## src/rtl/pp_shift_accumulator.sv

```systemverilog
// Bit-serial shift-accumulator that turns AND-array partial products into a signed dot product.
// Optional ReLU early termination is enabled with the EARLY_TERM_EN macro.
module pp_shift_accumulator #(
  parameter int N     = 32,
  parameter int A     = 16,
  parameter int W     = 8,
  parameter int ACC_W = A + $clog2(N) + W,
  localparam int SW   = A + $clog2(N)
) (
  input  logic                    clk,
  input  logic                    rst_n,
  input  logic [N*A-1:0]          pp_data_i,
  input  logic                    pp_valid_i,
  output logic                    pp_ready_o,
  input  logic [SW-1:0]           act_sum_i,
  output logic signed [ACC_W-1:0] res_data_o,
  output logic                    res_valid_o,
  input  logic                    res_ready_i,
  output logic                    res_early_o
);

  localparam int KW = $clog2(W + 1);

  typedef enum logic [1:0] {
    IDLE,
    ACCUM,
    DONE,
    SKIP
  } state_e;

  state_e                    state_q;
  logic [KW-1:0]             k_q;
  logic signed [ACC_W-1:0]   acc_q;
  logic signed [ACC_W-1:0]   res_q;
  logic                      ready_q;
  logic                      valid_q;
  logic                      early_q;

  logic [SW-1:0]             s;
  logic signed [ACC_W-1:0]   s_ext;
  logic signed [ACC_W-1:0]   acc_d;
  logic [KW-1:0]             k_d;
  logic                      fire;
  logic                      last;
  logic                      early_hit;

  always_comb begin
    s = '0;
    for (int i = 0; i < N; i++) begin
      s = s + SW'(pp_data_i[i*A +: A]);
    end
  end

  assign s_ext = $signed({{(ACC_W-SW){1'b0}}, s});
  assign fire  = pp_valid_i & ready_q;

  // The sign beat carries weight -2^(W-1), so it seeds the accumulator negated.
  assign acc_d = (state_q == IDLE) ? -s_ext : (acc_q <<< 1) + s_ext;
  assign k_d   = (state_q == IDLE) ? KW'(1) : k_q + KW'(1);
  assign last  = (k_d == KW'(W));

`ifdef EARLY_TERM_EN
  logic [SW-1:0]           asum_q;
  logic [SW-1:0]           asum_d;
  logic signed [ACC_W-1:0] bound;

  assign asum_d    = (state_q == IDLE) ? act_sum_i : asum_q;
  assign bound     = acc_d + $signed({{(ACC_W-SW){1'b0}}, asum_d});
  assign early_hit = !last && (bound[ACC_W-1] || (bound == '0));

  always_ff @(posedge clk or negedge rst_n) begin
    if (!rst_n) begin
      asum_q <= '0;
    end else if (fire && state_q == IDLE) begin
      asum_q <= act_sum_i;
    end
  end
`else
  logic unused_act_sum;

  assign unused_act_sum = ^act_sum_i;
  assign early_hit      = 1'b0;
`endif

  always_ff @(posedge clk or negedge rst_n) begin
    if (!rst_n) begin
      state_q <= IDLE;
      k_q     <= '0;
      acc_q   <= '0;
      res_q   <= '0;
      ready_q <= 1'b0;
      valid_q <= 1'b0;
      early_q <= 1'b0;
    end else begin
      unique case (state_q)
        IDLE, ACCUM: begin
          ready_q <= 1'b1;
          if (fire) begin
            acc_q <= acc_d;
            k_q   <= k_d;
            if (last || early_hit) begin
              state_q <= DONE;
              ready_q <= 1'b0;
              valid_q <= 1'b1;
              res_q   <= early_hit ? '0 : acc_d;
              early_q <= early_hit;
            end else begin
              state_q <= ACCUM;
            end
          end
        end
        DONE: begin
          if (res_ready_i) begin
            valid_q <= 1'b0;
            res_q   <= '0;
            early_q <= 1'b0;
            ready_q <= 1'b1;
            if (k_q == KW'(W)) begin
              state_q <= IDLE;
              k_q     <= '0;
            end else begin
              state_q <= SKIP;
            end
          end
        end
        SKIP: begin
          ready_q <= 1'b1;
          // Outstanding beats are swallowed so the next sign beat lines up.
          if (fire) begin
            if (k_q + KW'(1) == KW'(W)) begin
              state_q <= IDLE;
              k_q     <= '0;
            end else begin
              k_q <= k_q + KW'(1);
            end
          end
        end
        default: state_q <= IDLE;
      endcase
    end
  end

  assign pp_ready_o  = ready_q;
  assign res_valid_o = valid_q;
  assign res_data_o  = res_q;
  assign res_early_o = early_q;

endmodule
```

## config.mk

```make
export PLATFORM = sky130hd
export DESIGN_NAME = pp_shift_accumulator
export DESIGN_NICKNAME = d
export VERILOG_FILES = /design/src/rtl/pp_shift_accumulator.sv
export SDC_FILE = /design/constraint.sdc
export NUM_CORES = 1
export LEC_CHECK = 0
export BUFFER_PORTS_ARGS = -buffer_cell sky130_fd_sc_hd__buf_4
export CORE_AREA = 2 2 219 221
export DETAILED_ROUTE_END_ITERATION = 8
export DIE_AREA = 0 0 221 223
export SYNTH_ARGS = -nofsm -noshare
export SYNTH_HDL_FRONTEND = slang
export SYNTH_SLANG_ARGS = --single-unit
```

## constraint.sdc

```tcl
create_clock -name clk -period 3 [get_ports clk]
set_input_delay 0.15 -clock clk [delete_from_list [all_inputs] [get_ports clk]]
set_output_delay 0.15 -clock clk [all_outputs]
set_load 0.01 [all_outputs]
```

After elaboration in Yosys (flattened, before gate mapping)
Index checks and enable logic that the tools add are counted.

Bitwise logic cells: 1. Reduce and logical (&&, ||, !) cells: 7. Equal/unequal tests: 12. Mux-type cells: 30. Add/subtract/negate cells: 34.

Operators by type and width (count): $add 21x16->21 (26); $mux 29 (4); $pmux 29 s2 (1); $add 29x22->29 (1); $neg 21->29 (1); $mux 4 (6); $add 20x16->21 (1); $add 19x16->20 (1); $add 18x16->19 (1); $add 17x16->18 (1); $add 16x16->17 (1); $eq 4x4->1 const B (3); $mux 2 (6); $ne 2x2->1 const B (6); $pmux 4 s3 (1); $reduce_and 4->1 (3); $mux 1 (8); $pmux 2 s3 (1); $add 4x1->4 const B (1); $eq 2x2->1 const B (2); $pmux 1 s2 (2); $pmux 1 s3 (1); $eq 2x1->1 const B (1); $logic_not 2->1 (1); other kinds (4) (4).

Output and inout port bits: 32. Input port bits: 537. Logic and storage cells: 91. Register bits: 66.

Longest topological paths before layout
Depth in word-level cells: 36. Gate-level depth with buffers: 31.

Worst setup path before layout
No wires, ideal clock.

Path kind: input port to flip-flop. Start point: in pp_data_i[338]. End point: reg acc_q[26]. Data required time: 2.906 ns. Data arrival time: 7.896 ns. Path slack: -4.990 ns. Stages on the path: 29. Buffers on the path: 0. Path through: inv_1 -> fa_1 -> inv_1 -> fa_1 -> inv_1 -> fa_1 -> inv_1 -> fa_1 -> fa_1 -> fa_1 -> inv_1 -> fa_1 -> inv_1 -> fa_1 -> ha_1 -> fa_1 -> a21o_1 -> a21oi_1 -> xnor2_1 -> ha_1 -> nor3_1 -> nor2_1 -> a311oi_1 -> a211oi_1 -> o32a_1 -> a21o_1 -> and4_1 -> mux2i_1 -> a211oi_1.

Longest elaborated chain between the ends: 13.

Ends and longest elaborated chain: start, declared (line 12) `input logic [N*A-1:0] pp_data_i,`; $add 21x16->21 (*) (11 in series) (line 50) `s = s + SW'(pp_data_i[i*A +: A]);`; $add 29x22->29 or $neg 21->29 (tied branches) (line 58) `assign acc_d = (state_q == IDLE) ? -s_ext : (acc_q <<< 1) + s_ext;`; $mux 29 (*) (line 58); end signal, assigned (line 89) `acc_q <= '0;`; end signal, assigned (line 99) `acc_q <= acc_d;`; end, declared (line 33) `logic signed [ACC_W-1:0] acc_q;`.

Every way passes the cells marked *; elsewhere a longest branch is shown, timed or not. A chain may end at the register's enable or synchronous reset.

Final worst setup path
Start point: in pp_data_i[195]. End point: reg acc_q[26].

Longest elaborated chain between the ends: 22.

Ends and longest elaborated chain (line): $add 21x16->21 (*) (20 in series) (50); $add 29x22->29 or $neg 21->29 (tied branches) (58); $mux 29 (*) (58).

Marks and branches as above.

==> run_results.csv <==
group,metric,value,unit
final_layout,fin_nets,3617,
placement,dp_hpwl,51.3,mm
yosys,avgSynthCellArea,9.72,um^2
worst_setup_path,path_max_fanout,4,
global_route,grt_pass1_vias,16218,
clock_tree,clk-insertion-delay-late,0.33,ns
timing,fmaxAchievable,129,MHz
floorplan,io_pins,569,
yosys,synth_flop_cell,"dfrtp_1",
yosys,yosys_register_bits,65,
floorplan,start_util,37.4,%
route,via_count,14011,
yosys,async_reset_ff_share,100,%
placement,gp_congestion,0.944,
timing,tightest_slew,0.852,ns
worst_setup_path,cp.arrival,7.95,ns
final_layout,area_delta_synth_final,45.0,%
worst_setup_path,critPathKind,"input port to register",
timing,setup_viol,55,
final_layout,final_layout_size_suffix_gt1_share,37.2,%
timing,fin_skew,0.00274,ns
route,viasPerCell,4.45,
global_route,grt_start_max_net_pins,66,
yosys,synth.distinct_cells,66,
yosys,synthTopCellsByArea,"fa_1 (54%), inv_1 (15%), dfrtp_1 (9.2%), ha_1 (5.2%), nand2_1 (1.9%)",
floorplan,core-area,0.0471,mm^2
outcome,status,"finished with violations",
clock_tree,cts-htree-levels,3,
route,wl,55.2,mm
floorplan,chipWidth,221,um
yosys,ys_warn_count,0,
yosys,yosysSeqAreaShare,9.24,%
run,maxCapViolCount,0,
worst_hold_path,min_path_type,"input port to register",
floorplan,die_height,223,um
clock_tree,cts_buffer_depth,2,
final_layout,num-fill-cells,4324,
floorplan,dieArea,0.0493,mm^2
route,dr.pass1.iters,5,
yosys,synth_fp_nets,2897,
timing,setup_ws,-4.75,ns
global_route,gr-usage-met2,43.8,%
timing,hold_viol_final,0,
yosys,synth_top_cell_by_area,"fa_1",
global_route,antenna_found_initial,0,
clock_tree,cts-buffers-inserted,9,
worst_setup_path,critPathCaptureType,"register",
clock_tree,cts_sinks,65,
final_layout,multi_input_area,0.0145,mm^2
worst_setup_path,crit_path_start_kind,"input port",
floorplan,num_rows,80,
final_layout,regArea,0.00163,mm^2
route,postRouteAntennaNets,0,
yosys,synth_enable_flop_cells,0,
route,drcViolationCount,0,
worst_setup_path,critical_path_required,3.20,ns
final_layout,n_antenna_cell,0,
timing,max-slew-margin-rel,43.2,%
timing,hold_slack,0.0452,ns
global_route,use_met1,26.8,%
timing,rsz0062_at_grt,"yes",
timing,period_share,258,%
yosys,syn-cell-area,0.0176,mm^2
placement,io_buffers,546,
global_route,overflow,0,
placement,dp_slack,-5.14,ns
timing,period_minus_slack,7.75,ns
global_route,grt_util_all_layers,22.6,%
outcome,violations,"setup timing",
yosys,synth_cells,1812,
clock_tree,cts_tree,"done",
route,drtIter0Drc,411,
timing,drv_slew,0,
route,wire_per_inst,17.5,um
yosys,yosysTopAreaCellShare,54.0,%
clock_tree,clockRootBuffer,"clkbuf_16",
clock_tree,path_clk_slew,0.05,ns
global_route,top_usage_layer,"met2",
global_route,grtUsageMet3,3.95,%
global_route,grt_pass1_wl,86.7,mm
## state kept, by name, summed over array words and instances, names as in the netlist
name         flops
k_q              4
res_valid_o      1
res_data_o      29
state_q          2
pp_ready_o       1
acc_q           28
## path summary, 6_finish.rpt
path / startpoint / endpoint / slack [ns] / depth (start not counted)
worst max-delay path: pp_data_i[195] / acc_q[26] / -4.75 / 28
worst min-delay path: res_ready_i / res_data_o[28] / 0.05 / 2
worst max register to register: acc_q[1] / acc_q[20] / -0.01 / 14
worst min register to register: res_valid_o / res_valid_o / 0.49 / 2
max in group asynchronous: rst_n / acc_q[7] / 1.97 / 2
min in group asynchronous: rst_n / res_data_o[23] / 0.47 / 2
## timing repair
item / CTS / global route
hold buffers: 1 / 0
setup buffers: 20 / 26
resized for setup: 104 / 112
setup endpoints to repair: 55 / 55
cloned: 0 / 0
hold endpoints to repair: 65 / 0
pin swaps: 68 / 71
## metal layers
layer  wire [um]  part of all wire (%)
met5           0                     0
met3        2690                   4.9
met2       31300                    57
met4         741                   1.3
met1       20500                    37
## Yosys cell counts (6+ instances only)
master,n
nand2_1,89
a21oi_1,45
xor2_1,19
nor3_1,16
o21a_1,7
clkbuf_1,21
o21ai_0,55
o31ai_1,7
and3_1,7
nand2b_1,6
nor2b_1,6
fa_1,475
a21o_1,18
xnor2_1,30
a211oi_1,9
o21ai_1,13
dfrtp_1,65
nand3_1,12
ha_1,73
nor2_1,49
o211ai_1,10
inv_1,693
## critical path, cell delays in order
cell and delay [ns]:
buf_4 0.12, fa_1 0.54, inv_1 0.06, fa_1 0.54, inv_1 0.05, fa_1 0.49, fa_1 0.61, fa_1 0.46
fa_1 0.54, fa_1 0.45, fa_1 0.48, ha_1 0.32, a211oi_2 0.31, o21ai_2 0.15, a2111oi_4 0.43, buf_4 0.19
nor2_4 0.05, xor2_2 0.19, ha_4 0.30, a21oi_4 0.06, o21a_1 0.20, o21a_1 0.13, a211oi_2 0.23, o32a_1 0.21
a21o_1 0.19, and4_1 0.22, mux2i_1 0.23, a211oi_1 0.10
## cells by family after synthesis
kind of cell | count (synthesis) | synth area share, %
compound gates | 209 | 7.65
xor+xnor | 49 | 2.44
fa+ha+maj | 548 | 59.2
buf+inv | 718 | 15.4
flops | 65 | 9.24
mux | 2 | 0.114
other cells | 1 | 0.0213
simple gates | 220 | 5.98
## layout by cell type, fill, tap and decap left out, types with 14 or more instances in the layout
cell type,synthesis,layout
buf_4,1,693
nor2_1,49,40
o21ai_1,13,41
inv_2,1,18
a21oi_1,45,25
ha_1,73,51
o21ai_2,0,16
nand2_1,89,86
dfrtp_1,65,65
fa_1,475,469
xnor2_2,0,16
buf_6,1,37
a21oi_2,2,14
a21o_1,18,18
inv_1,693,671
ha_4,0,21
## final cells by class
| cell class | instances | area share [%] |
|---|---|---|
| clock buffer | 11 | 0.990 |
| inverter | 694 | 10.3 |
| multi-input combinational | 1029 | 56.9 |
| tap | 615 | 3.01 |
| clock inverter | 5 | 0.304 |
| sequential | 65 | 6.37 |
| timing repair buffer | 733 | 22.2 |
## through the flow
| step | cells | utilization (%) | TNS (ns) | instance area (um^2) |
|---|---|---|---|---|
| after floorplan | 1812 | - | -211.45 | 18000 |
| after global placement | 3103 | 50.8 | -242.90 | 23900 |
| after detailed placement | 3103 | 50.8 | -244.49 | 23900 |
| after CTS | 3137 | 52.8 | -219.29 | 24900 |
| after global routing | 3152 | 54.2 | -232.16 | 25500 |
| final | 3152 | 54.2 | -219.80 | 25500 |
Power is not shown: default switching activity piles up to over one toggle a cycle in this logic, so the estimate is an artifact.
